[src/rtl/fetch_seq_ctrl.sv]
// fetch_seq_ctrl: single-outstanding instruction fetch sequencer with
// decode-stall hold and execute-redirect squash of the in-flight response.
module fetch_seq_ctrl #(
   parameter logic [31:0] RESET_PC = 32'h0000_0000
) (
   input  logic        CLK,
   input  logic        RST,
   output logic        imem_req_valid,
   input  logic        imem_req_ready,
   output logic [31:0] imem_req_addr,
   input  logic        imem_rsp_valid,
   output logic        imem_rsp_ready,
   input  logic [31:0] imem_rsp_data,
   input  logic        StallD,
   input  logic        PCSrcE,
   input  logic [31:0] PCTargetE,
   output logic [31:0] InstrF,
   output logic [31:0] PCF,
   output logic [31:0] PCPlus4F,
   output logic        ValidF
);
   typedef enum logic [1:0] {S_BOOT, S_REQ, S_WAIT} state_t;
   state_t state, state_n;
   logic [31:0] fetch_pc, fetch_pc_n, req_pc, req_pc_n, tgt;
   logic squash, squash_n, accept, rsp_fire, capture, valid_n;
   assign tgt = {PCTargetE[31:2], 2'b00};
   always_comb begin
      state_n = state;
      fetch_pc_n = fetch_pc;
      req_pc_n = req_pc;
      squash_n = squash;
      imem_req_valid = state == S_REQ;
      imem_req_addr = imem_req_valid ? req_pc : '0;
      imem_rsp_ready = (state == S_WAIT) && (!ValidF || !StallD || squash || PCSrcE);
      accept = imem_req_valid && imem_req_ready;
      rsp_fire = imem_rsp_ready && imem_rsp_valid;
      capture = rsp_fire && !squash && !PCSrcE;
      case (state)
         S_BOOT: begin
            state_n = S_REQ;
            req_pc_n = PCSrcE ? tgt : fetch_pc;
         end
         S_REQ: begin
            // req_pc stays put until accepted; a redirect only retargets fetch_pc
            state_n = accept ? S_WAIT : S_REQ;
            fetch_pc_n = (accept && !squash) ? req_pc + 32'd4 : fetch_pc;
            squash_n = squash || PCSrcE;
         end
         S_WAIT: begin
            state_n = rsp_fire ? S_REQ : S_WAIT;
            req_pc_n = rsp_fire ? (PCSrcE ? tgt : fetch_pc) : req_pc;
            squash_n = rsp_fire ? 1'b0 : (squash || PCSrcE);
         end
         default: state_n = S_BOOT;
      endcase
      fetch_pc_n = PCSrcE ? tgt : fetch_pc_n;
      valid_n = PCSrcE ? 1'b0 : capture ? 1'b1 : (ValidF && !StallD) ? 1'b0 : ValidF;
   end
   always_ff @(posedge CLK or negedge RST) begin
      if (!RST) begin
         state <= S_BOOT;
         fetch_pc <= RESET_PC;
         req_pc <= '0;
         squash <= 1'b0;
         InstrF <= '0;
         PCF <= '0;
         PCPlus4F <= '0;
         ValidF <= 1'b0;
      end else begin
         state <= state_n;
         fetch_pc <= fetch_pc_n;
         req_pc <= req_pc_n;
         squash <= squash_n;
         ValidF <= valid_n;
         if (capture) begin
            InstrF <= imem_rsp_data;
            PCF <= req_pc;
            PCPlus4F <= req_pc + 32'd4;
         end
      end
   end
endmodule

[config.mk]
export PLATFORM = sky130hd
export DESIGN_NAME = fetch_seq_ctrl
export DESIGN_NICKNAME = d
export VERILOG_FILES = /design/src/rtl/fetch_seq_ctrl.sv
export SDC_FILE = /design/constraint.sdc
export NUM_CORES = 1
export LEC_CHECK = 0
export CAP_MARGIN = 20
export CELL_PAD_IN_SITES_DETAIL_PLACEMENT = 0
export CELL_PAD_IN_SITES_GLOBAL_PLACEMENT = 2
export CORE_ASPECT_RATIO = 1.4
export CORE_MARGIN = 2
export CORE_UTILIZATION = 32
export DETAILED_ROUTE_END_ITERATION = 6
export HOLD_SLACK_MARGIN = 0.05
export PLACE_DENSITY_LB_ADDON = 0.1
export SLEW_MARGIN = 20
export SYNTH_ARGS = -nofsm -noshare
export SYNTH_HDL_FRONTEND = slang
export SYNTH_SLANG_ARGS = --single-unit
[constraint.sdc]
create_clock -name CLK -period 5.3 [get_ports CLK]
set_input_delay 1.325 -clock CLK [delete_from_list [all_inputs] [get_ports CLK]]
set_output_delay 1.325 -clock CLK [all_outputs]
set_load 0.02 [all_outputs]
==> results.toml, run 1 <==
[status]
status = "finished clean"

[synthesis]
synth_area_per_cell_sq_um = 10.6
synth.net_count = 772
syn_area_sq_um = 7390
synth_compound_area_share_pct = 10.7
synthAdderAreaFrac_pct = 0.846
synth_top_cell_by_area = "dfrtp_1"
synth_xor_xnor_area_share_pct = 3.08
syn_inst = 697
synthSimpleGateAreaFrac_pct = 15.5
ys_top_cells_by_area = "dfrtp_1 55%, mux2_2 8.4%, o21ai_0 3.6%, nand2_1 3.5%, mux2i_1 3.0%"
synth_warnings = 0
synth_top_family_by_area = "simple AND/OR/NAND/NOR gates"
ys_seq_area_share_pct = 54.8
post_synth_num_cell_types = 48
synth_top_area_share_pct = 54.8
synth_seq_cells = 162
synthMuxAreaShare_pct = 11.4

[timing]
finalCritPeriodShare_pct = 75.3
finalCriticalPeriod_ns = 3.99
setup_slack_ns = 1.31
rsz0062_at_grt = "no"
worstMarginPinSlew_ns = 0.952
hold_violations = 0
skew_ns = 0.00875
setup_tns_ns = 0
relSlewSlack_pct = 36.6
slew_viol_final = 0
max_freq_ghz = 0.251
finalSetupViolations = 0

[worst_setup_path]
worstPathCellList = "clkdlybuf4s50_1 > nand2_1 > o31a_1 > clkdlybuf4s50_1"
cp_data_arrival_time_ns = 2.67
critPathLaunchType = "primary input"
crit_family = "buffers and inverters"
path_class = "in2out"
worstPathMaxFanout = 4
path_buf_inv = 2
cp_data_required_time_ns = 3.97
cp-end-kind = "output port"
crit_slowest_cell = "clkdlybuf4s50_1"
crit_path_max_incr_delay_ns = 0.55
worst_path_most_repeated_cell = "clkdlybuf4s50_1"

[place]
dp_worst_setup_slack_ns = 1.30
hpwlAfterDp_microns = 14100
io_buffers = 198
place.gp.congestion = 0.738

[clock_network]
cts_hold_repair.buffers = 0
ctsResizeCount = 0
cts_buffers = 17
cts_root_buf = "clkbuf_16"
numClockSinks = 162
worstSkewPairLatency_ns = 0.42
cts_tree = "built"
post-cts-setup-buffers = 0
cts.htree.levels = 4
path_clk_slew_ns = 0.06
ctsLongestPathBuffers = 2

[floorplanning]
io_pins = 201
initial_core_util_pct = 32.7
dieArea_sq_um = 24400
rows = 65
die_w_microns = 132
die_h_microns = 184
core_area_sq_um = 22600

[routing]
drc_errors = 0
routed_wl_microns = 20300
first_pass_iters = 4
first_iter_violations = 248
vias = 5712
vias_per_cell = 4.82
antenna_left = 0
wl_per_cell_microns = 17.1

[finish]
antennaDiodeCount = 0
drive_above_1_share_pct = 12.1
num-nets-final = 948
finish.utilization_pct = 45.0
layout_commonest_cell = "clkdlybuf4s50_1"
layout_common_cells = "196 x clkdlybuf4s50_1, 162 x dfrtp_1, 69 x nand2_1"
syn2layout_area_growth_pct = 37.6

[min_path]
hp-class = "reg2reg"

[global_route]
grt_pass1_wl_microns = 33300
grt-ovfl-total = 0
antenna_found_initial = 0
grt_pass1_vias = 6267
grt_max_degree = 99
track_usage_pct = 17.3

[flow_run]
max_cap_viol_count = 0

[power]
p_per_area_nw_per_um2 = 566
ir_drop_v = 0.000253
power_w = 0.00576
cellLeakagePower_nw = 4.37
==> Yosys cell counts, drive strengths merged <==
| cell | instances |
|---|---|
| a211o | 4 |
| a21oi | 38 |
| a221o | 1 |
| a22oi | 13 |
| a31oi | 11 |
| and2 | 32 |
| and3 | 5 |
| and3b | 1 |
| buf | 14 |
| clkbuf | 36 |
| dfrtp | 162 |
| ha | 5 |
| inv | 16 |
| mux2 | 55 |
| mux2i | 22 |
| nand2 | 69 |
| nand2b | 12 |
| nand3 | 12 |
| nand3b | 3 |
| nand4 | 3 |
| nor2 | 53 |
| nor3 | 12 |
| nor3b | 4 |
| nor4 | 9 |
| nor4b | 1 |
| o211ai | 1 |
| o21ai | 58 |
| o21bai | 1 |
| o221ai | 2 |
| o311ai | 1 |
| o31a | 3 |
| o31ai | 3 |
| o41ai | 1 |
| or2 | 3 |
| or3 | 2 |
| or3b | 1 |
| or4 | 2 |
| xnor2 | 22 |
| xor2 | 4 |
==> report_power, final <==
part	total [W]	switching (W)	internal, W
clock network	0.00119	0.000489	0.000700
registers	0.00207	0.000398	0.00167
logic	0.00251	0.00132	0.00119
==> registers in the layout (all words and copies together), names as in the netlist <==
name,flops
fetch_pc,32
InstrF,32
PCPlus4F,30
squash,1
PCF,32
state,2
req_pc,32
ValidF,1
==> per-layer routing <==
layer / wire [microns] / GRT usage (%) / share of wire, %
met3: 1300 / 5.27 / 6.4
met4: 259 / 5.12 / 1.3
met5: 0 / 0 / 0
met1: 8230 / 19.5 / 40
met2: 10500 / 31.4 / 52
==> per-stage QoR <==
step / instances / hold WS, ns / cell area (sq um)
after floorplan: 697 / 0.469 / 7390
after CTS: 1185 / 0.488 / 10200
final: 1185 / 0.479 / 10200
after global placement: 1155 / 0.462 / 9620
after detailed placement: 1155 / 0.474 / 9620
after global routing: 1185 / 0.515 / 10200
==> cells by family (layout without fill, tap and decap cells) <==
kind of cell / count (synthesis) / after routing
AO/OA/AOI/OAI: 137 / 137
XOR/XNOR: 26 / 26
adder cells (fa/ha/maj): 5 / 5
buffers and inverters: 66 / 253
flip-flops: 162 / 162
multiplexers: 77 / 77
AND/OR/NAND/NOR: 224 / 224
==> worst reg2reg max path: cells and delay by family (launching register included) <==
family | cells | cell delay [ns]
fa+ha+maj | 1 | 0.55
flops | 1 | 0.40
simple gates | 4 | 1.37
buf+inv | 3 | 0.77
==> worst paths after layout <==
path	start	endpoint	slack, ns	depth (start not counted)
max in group asynchronous	RST	req_pc[7]	3.27	2
max	StallD	imem_rsp_ready	1.31	4
min reg2reg	PCF[18]	PCF[18]	0.48	2
min in group asynchronous	RST	InstrF[31]	0.98	1
max reg2reg	state[1]	fetch_pc[24]	2.14	8
min	PCF[18]	PCF[18]	0.48	2
==> cell type report <==
| class | instances | area [sq um] |
|---|---|---|
| fill | 2216 | 12400 |
| sequential | 162 | 4050 |
| multi-input combinational | 469 | 3080 |
| timing repair buffer | 207 | 2050 |
| clock buffer | 21 | 450 |
| tap | 301 | 377 |
| clock inverter | 9 | 110 |
| inverter | 16 | 60.1 |
No activity file was read; power rests on OpenSTA's default activity.
==> run 2: changes to the inputs <==
- CORE_UTILIZATION: 32 -> 30
- clock period: 5.3 -> 4 ns (I/O delays scaled with it)
==> results.toml, run 2 (synthesis gave the netlist of run 1 again) <==
[status]
status = "finished clean"

[worst_setup_path]
path_class = "in2out"
crit_path_max_incr_delay_ns = 0.54
cp_data_arrival_time_ns = 2.34
cp_data_required_time_ns = 3.00
worstPathMaxFanout = 4
r2r_start = "req_pc[2]"
critPathLaunchType = "primary input"
regToRegEndpoint = "fetch_pc[24]"
crit_slowest_cell = "clkdlybuf4s50_1"
cp-end-kind = "output port"
r2r.worst_path.cells = 6
worstPathCellList = "clkdlybuf4s50_1 > nand2_1 > o31a_1 > clkdlybuf4s50_1"
worst_path_most_repeated_cell = "clkdlybuf4s50_1"
r2r_slack_ns = 1.46

[power]
cellLeakagePower_nw = 4.43
p_sw_w = 0.00298
clock_power_share_pct = 22.2
ir_drop_v = 0.000349
power.internal_w = 0.00484
comb_power_share_pct = 42.8
seqPwrFrac_pct = 35.0
p_per_area_nw_per_um2 = 758
p_sw_share_pct = 38.1

[min_path]
hp-class = "reg2reg"
whs_path_depth = 2
hp-start = "PCPlus4F[2]"
whs_endpoint = "PCPlus4F[2]"

[routing]
maxUsedRoutingLayer = "met4"
drc_errors = 0
wl_met1_microns = 8430
routed_wl_microns = 21000
wl_met3_microns = 1360
first_pass_iters = 4
wl_per_cell_microns = 17.4
antenna_left = 0
routed-wl-met2_microns = 10900
first_iter_violations = 250
vias_per_cell = 4.75
vias = 5717

[clock_network]
ctsResizeCount = 0
post-cts-setup-buffers = 0
cts_hold_repair.buffers = 0
ctsLongestPathBuffers = 2
path_clk_slew_ns = 0.06
cts.htree.levels = 4
cts_tree = "built"
numClockSinks = 162
cts_root_buf = "clkbuf_16"
worstSkewPairLatency_ns = 0.44
cts_buffers = 17

[finish]
seq_area_sq_um = 4050
multiInputGateArea_sq_um = 3080
syn2layout_area_growth_pct = 39.5
antennaDiodeCount = 0
finish.utilization_pct = 42.3
num-nets-final = 951
drive_above_1_share_pct = 12.8
layout_common_cells = "196 x clkdlybuf4s50_1, 162 x dfrtp_1, 69 x nand2_1"
fillerInstances = 2308
layout_commonest_cell = "clkdlybuf4s50_1"

[global_route]
antenna_found_initial = 0
track_usage_pct = 17.2
grt_pass1_vias = 6250
grt_pass1_wl_microns = 34200
grt_max_degree = 89
grt-ovfl-total = 0

[floorplanning]
dieArea_sq_um = 25900
rows = 68
core_area_sq_um = 24400
initial_core_util_pct = 30.3
die_h_microns = 190
die_w_microns = 137
io_pins = 201

[place]
hpwlAfterDp_microns = 14300
io_buffers = 198
place.gp.congestion = 0.752

[timing]
skew_ns = 0.0102
relSlewSlack_pct = 40.1
slew_viol_final = 0
finalCritPeriodShare_pct = 83.6
max_freq_ghz = 0.299
hold_violations = 0
finalSetupViolations = 0
rsz0062_at_grt = "no"
finalCriticalPeriod_ns = 3.34
worstMarginPinSlew_ns = 0.896
setup_tns_ns = 0

[flow_run]
max_cap_viol_count = 0
==> run 2: area by class of cell <==
class / instances / area share, %
multi-input cells: 469 / 29.8
inverters: 16 / 0.582
repair buffers: 210 / 20.4
clock inverters: 11 / 1.48
clock buffers: 21 / 4.56
flip-flops and latches: 162 / 39.3
well taps: 315 / 3.82
==> run 2: critical path: cells and delay by family <==
| family | cells | cell delay [ns] |
|---|---|---|
| AOI/OAI and AO/OA | 1 | 0.25 |
| buffers and inverters | 2 | 1.00 |
| and+or+nand+nor | 1 | 0.09 |
==> run 2: power groups by stage <==
stage	sequential, W	clock (W)	combinational, W
6_report	0.00273	0.00174	0.00335
5_1_grt	0.00283	0.00187	0.00368
4_1_cts	0.00275	0.00179	0.00342
3_5_place_dp	0.00277	0	0.00341
3_3_place_gp	0.00274	0	0.00337
2_1_floorplan	0.00301	0	0.00150
==> run 2: worst max path at each step <==
stage,from,to,cells after the start,slack [ns]
global route,state[1],imem_req_addr[14],5,0.57
floorplan,PCSrcE,imem_rsp_ready,3,1.20
detailed placement,StallD,imem_rsp_ready,4,0.66
finish,StallD,imem_rsp_ready,4,0.66
CTS,state[1],imem_req_addr[14],5,0.64
global placement,StallD,imem_rsp_ready,4,0.66
==> run 2: metal layers <==
| metal | vias up | global-route usage [%] |
|---|---|---|
| li1 | 2750 | - |
| met1 | 2787 | 19.3 |
| met2 | 162 | 30.8 |
| met3 | 18 | 5.33 |
| met4 | 0 | 5.05 |
| met5 | - | 0 |
==> run 2: stage by stage <==
| stage | instances | power (W) | hold slack [ns] | setup slack, ns | instance area, sq um |
|---|---|---|---|---|---|
| 6_report | 1204 | 0.00782 | 0.478 | 0.657 | 10300 |
| 3_5_place_dp | 1172 | 0.00618 | 0.470 | 0.663 | 9690 |
| 2_1_floorplan | 697 | 0.00452 | 0.469 | 1.20 | 7390 |
| 3_3_place_gp | 1172 | 0.00611 | 0.467 | 0.662 | 9690 |
| 5_1_grt | 1204 | 0.00838 | 0.511 | 0.569 | 10300 |
| 4_1_cts | 1204 | 0.00796 | 0.485 | 0.641 | 10300 |
==> run 3: changes to the inputs <==
- clock period: 4 -> 3.1 ns (I/O delays scaled with it)
==> results.toml, run 3 (synthesis gave the netlist of run 1 again) <==
[worst_setup_path]
cp_data_required_time_ns = 2.32
r2r_start = "req_pc[2]"
cp-end-kind = "output port"
worstPathMaxFanout = 37
r2r.worst_path.cells = 6
path_class = "reg2out"
endpoint = "imem_req_addr[14]"
critPathLaunchType = "flip-flop"
cp_data_arrival_time_ns = 2.16
regToRegEndpoint = "fetch_pc[24]"
r2r_slack_ns = 0.62
startpoint = "state[1]"

[routing]
drc_errors = 0
first_iter_violations = 227
first_pass_iters = 4
routed_wl_microns = 20900
wl_per_cell_microns = 17.3
vias_per_cell = 4.75
antenna_left = 0
vias = 5742

[clock_network]
post-cts-setup-buffers = 0
cts_buffers = 17
path_clk_slew_ns = 0.07
cts_root_buf = "clkbuf_16"
ctsLongestPathBuffers = 2
cts.htree.levels = 4
ctsResizeCount = 0
cts_tree = "built"
worstSkewPairLatency_ns = 0.43
cts_hold_repair.buffers = 0
numClockSinks = 162

[floorplanning]
rows = 68
core_area_sq_um = 24400
die_w_microns = 137
io_pins = 201
dieArea_sq_um = 25900
die_h_microns = 190
initial_core_util_pct = 30.3

[timing]
finalSetupViolations = 0
skew_ns = 0.0106
hold_violations = 0
slew_viol_final = 0
finalCriticalPeriod_ns = 2.93
rsz0062_at_grt = "no"
worstMarginPinSlew_ns = 0.839
max_freq_ghz = 0.341
setup_slack_ns = 0.167
setup_tns_ns = 0
relSlewSlack_pct = 44.1
finalCritPeriodShare_pct = 94.6

[finish]
fillerInstances = 2329
finish.utilization_pct = 42.3
drive_above_1_share_pct = 13.2
syn2layout_area_growth_pct = 39.6
fin_cells = 1209
layout_commonest_cell = "clkdlybuf4s50_1"
antennaDiodeCount = 0
num-nets-final = 956
seq_area_sq_um = 4050
multiInputGateArea_sq_um = 3080
layout_common_cells = "196 x clkdlybuf4s50_1, 162 x dfrtp_1, 69 x nand2_1"

[place]
dp_worst_setup_slack_ns = 0.213
io_buffers = 198
dp.cells = 1177
hpwlAfterDp_microns = 14500
place.gp.congestion = 0.750

[global_route]
grt-ovfl-total = 0
grt_pass1_vias = 6093
grt_max_degree = 84
antenna_found_initial = 0
grt_pass1_wl_microns = 33500
track_usage_pct = 16.9

[power]
power_w = 0.00998
cellLeakagePower_nw = 4.43
p_per_area_nw_per_um2 = 967
ir_drop_v = 0.000399

[min_path]
hp-class = "in2async"

[flow_run]
max_cap_viol_count = 0

[status]
status = "finished clean"
==> run 3: cell types whose count changed in the layout (fill, tap and decap cells not counted), sizes merged <==
cell / change
buf: +5
bufinv: -1
clkbuf: -1
clkinvlp: +2
==> run 3: worst min path at each step <==
stage | from | slack (ns) | depth (start not counted) | to
floorplan | fetch_pc[16] | 0.47 | 2 | fetch_pc[16]
global placement | PCPlus4F[6] | 0.46 | 2 | PCPlus4F[6]
detailed placement | PCPlus4F[9] | 0.47 | 2 | PCPlus4F[9]
CTS | RST | 0.37 | 1 | req_pc[29]
global route | RST | 0.40 | 1 | InstrF[11]
finish | RST | 0.37 | 1 | PCF[31]
==> run 3: where the power goes <==
part,switching (W),internal [W]
Combinational,0.00227,0.00207
Sequential,0.000685,0.00285
Clock,0.000893,0.00121
==> run 3: per-layer routing <==
metal  vias to the layer above  track usage [%]  wire length (microns)
met1                      2806             19.5                   8440
met4                         0             4.73                    254
li1                       2762                -                      -
met3                        13             5.33                   1400
met2                       161             29.7                  10800
met5                         -                0                      0
==> run 3: critical path, stage by stage (launching register included) <==
cell and delay (ns):
dfrtp_1 0.41, inv_1 0.09, ha_1 0.20, buf_12 0.22, and2_1 0.19, clkdlybuf4s50_1 0.61
==> run 3: final cells by class <==
class,count,area share [%]
sequential,162,39.3
multi-input combinational,469,29.8
timing repair buffer,215,20.9
clock buffer,20,4.33
tap,315,3.82
clock inverter,12,1.30
inverter,16,0.582
==> run 3: per-stage QoR <==
stage / hold slack [ns] / cell area, sq um
after floorplan: 0.469 / 7390
after global placement: 0.464 / 9740
after detailed placement: 0.471 / 9740
after CTS: 0.368 / 10300
after global routing: 0.396 / 10300
final: 0.370 / 10300
==> variant, RTL diff (settings of run 2) <==
Encoding of `state_t`: now one-hot (3 bits for 3 states).
--- a/src/rtl/fetch_seq_ctrl.sv
+++ b/src/rtl/fetch_seq_ctrl.sv
@@ -20,5 +20,5 @@
    output logic        ValidF
 );
-   typedef enum logic [1:0] {S_BOOT, S_REQ, S_WAIT} state_t;
+   typedef enum logic [2:0] {S_BOOT = 3'b001, S_REQ = 3'b010, S_WAIT = 3'b100} state_t;
    state_t state, state_n;
    logic [31:0] fetch_pc, fetch_pc_n, req_pc, req_pc_n, tgt;
Check against the original RTL: same outputs for any inputs over 4 cycles, from zero or initial values and one cycle with RST low; so few cycles prove little.
==> variant against run 2 <==
- sequential share of layout area is 0.53 points higher
- routed wire length is 3.0% higher
- area after synthesis is 0.68% lower
- clock skew hardly changed
- power is 2.4% lower
- critical path type unchanged
- sequential cell count is 1 higher
- critical path depth is 1 higher
- setup slack worse by 0.19 ns
- critical endpoint unchanged
- final area is 0.68% lower
==> variant: results (changes against run 2) <==
* Slew headroom at 37.80% (-2.3 points)
* Post-synth cell types at 53 (+10%)
* Worst Path Arrival at 2.54 ns (+0.20 ns)
* Mean Syn Cell Area at 10.48 µm² (-1.2%)
* First-pass GRT wire length at 33.82 mm (-1.2%)
* Detail Placement HPWL at 14.64 mm (+2.1%)
* Final nets at 950 (-0.11%)
* Met2 Use GR at 29.47% (-1.4 points)
* Comb pwr at 3.10 mW (-7.5%)
* Routed length on met3 at 1.349 mm (-1.1%)
* Number of diodes at 1 (+1)
* Multi-input gates at 470 (+0.21%)
* Initial antenna violation count at 1 (+1)
* Setup Skew at 0.01001 ns (-0.0002332 ns)
* Pleak at 4.385 nW (-1.0%)
* Routability cong. at 0.7589 (+0.92%)
* Area growth syn-to-layout at 39.52% (about the same)
* Via count at 5888 (+3.0%)
* Synth top area cells: dfrtp_1 55%, mux2_2 9.0%, nand2_1 4.7%
* Worst Hold Launch: PCPlus4F[20]$_DFFE_PN0P_
* Final instance area at 10250 µm² (-0.68%)
* Clock buffers at 19 (-9.5%)
* GR Util met1 at 20.81% (+1.5 points)
* Placed cell count at 1170 (-0.17%)
* Largest net degree at the start of global routing at 102 (+15%)
* WL met1 at 9.079 mm (+7.7%)
* Vias/cell at 4.894 (+3.1%)
* Seq. pwr at 2.82 mW (+3%)
* Seq/Total Area, Yosys at 55.55% (+0.73 points)
* Status: finished, final reports clean
* NonClk Buf Share at 20.50% (+0.066 points)
==> variant: cell types whose count changed in the layout (fill, tap and decap cells not counted), moves of 6 or more <==
cell | before | now
nor2_1 | 53 | 45
a31oi_1 | 11 | 24
nor4_2 | 6 | 0
mux2i_1 | 22 | 8
a22oi_1 | 13 | 5
nor3_1 | 12 | 20
xor2_1 | 4 | 10
nand2b_1 | 12 | 2
nand2_1 | 69 | 92
xnor2_1 | 22 | 12
a21oi_1 | 38 | 26
==> variant: kinds of logic after synthesis <==
group           synth area share (%)
compound gates                 11.28
simple gates                   16.30
buf+inv                        3.935
mux                            10.14
xor+xnor                       2.623
flops                          55.55
fa+ha+maj                     0.1703
==> variant: critical path: stages <==
cell and delay [ns]:
clkdlybuf4s50_1 0.42, nand2_1 0.23, nor3_1 0.10, nor3_1 0.16, clkdlybuf4s50_1 0.63
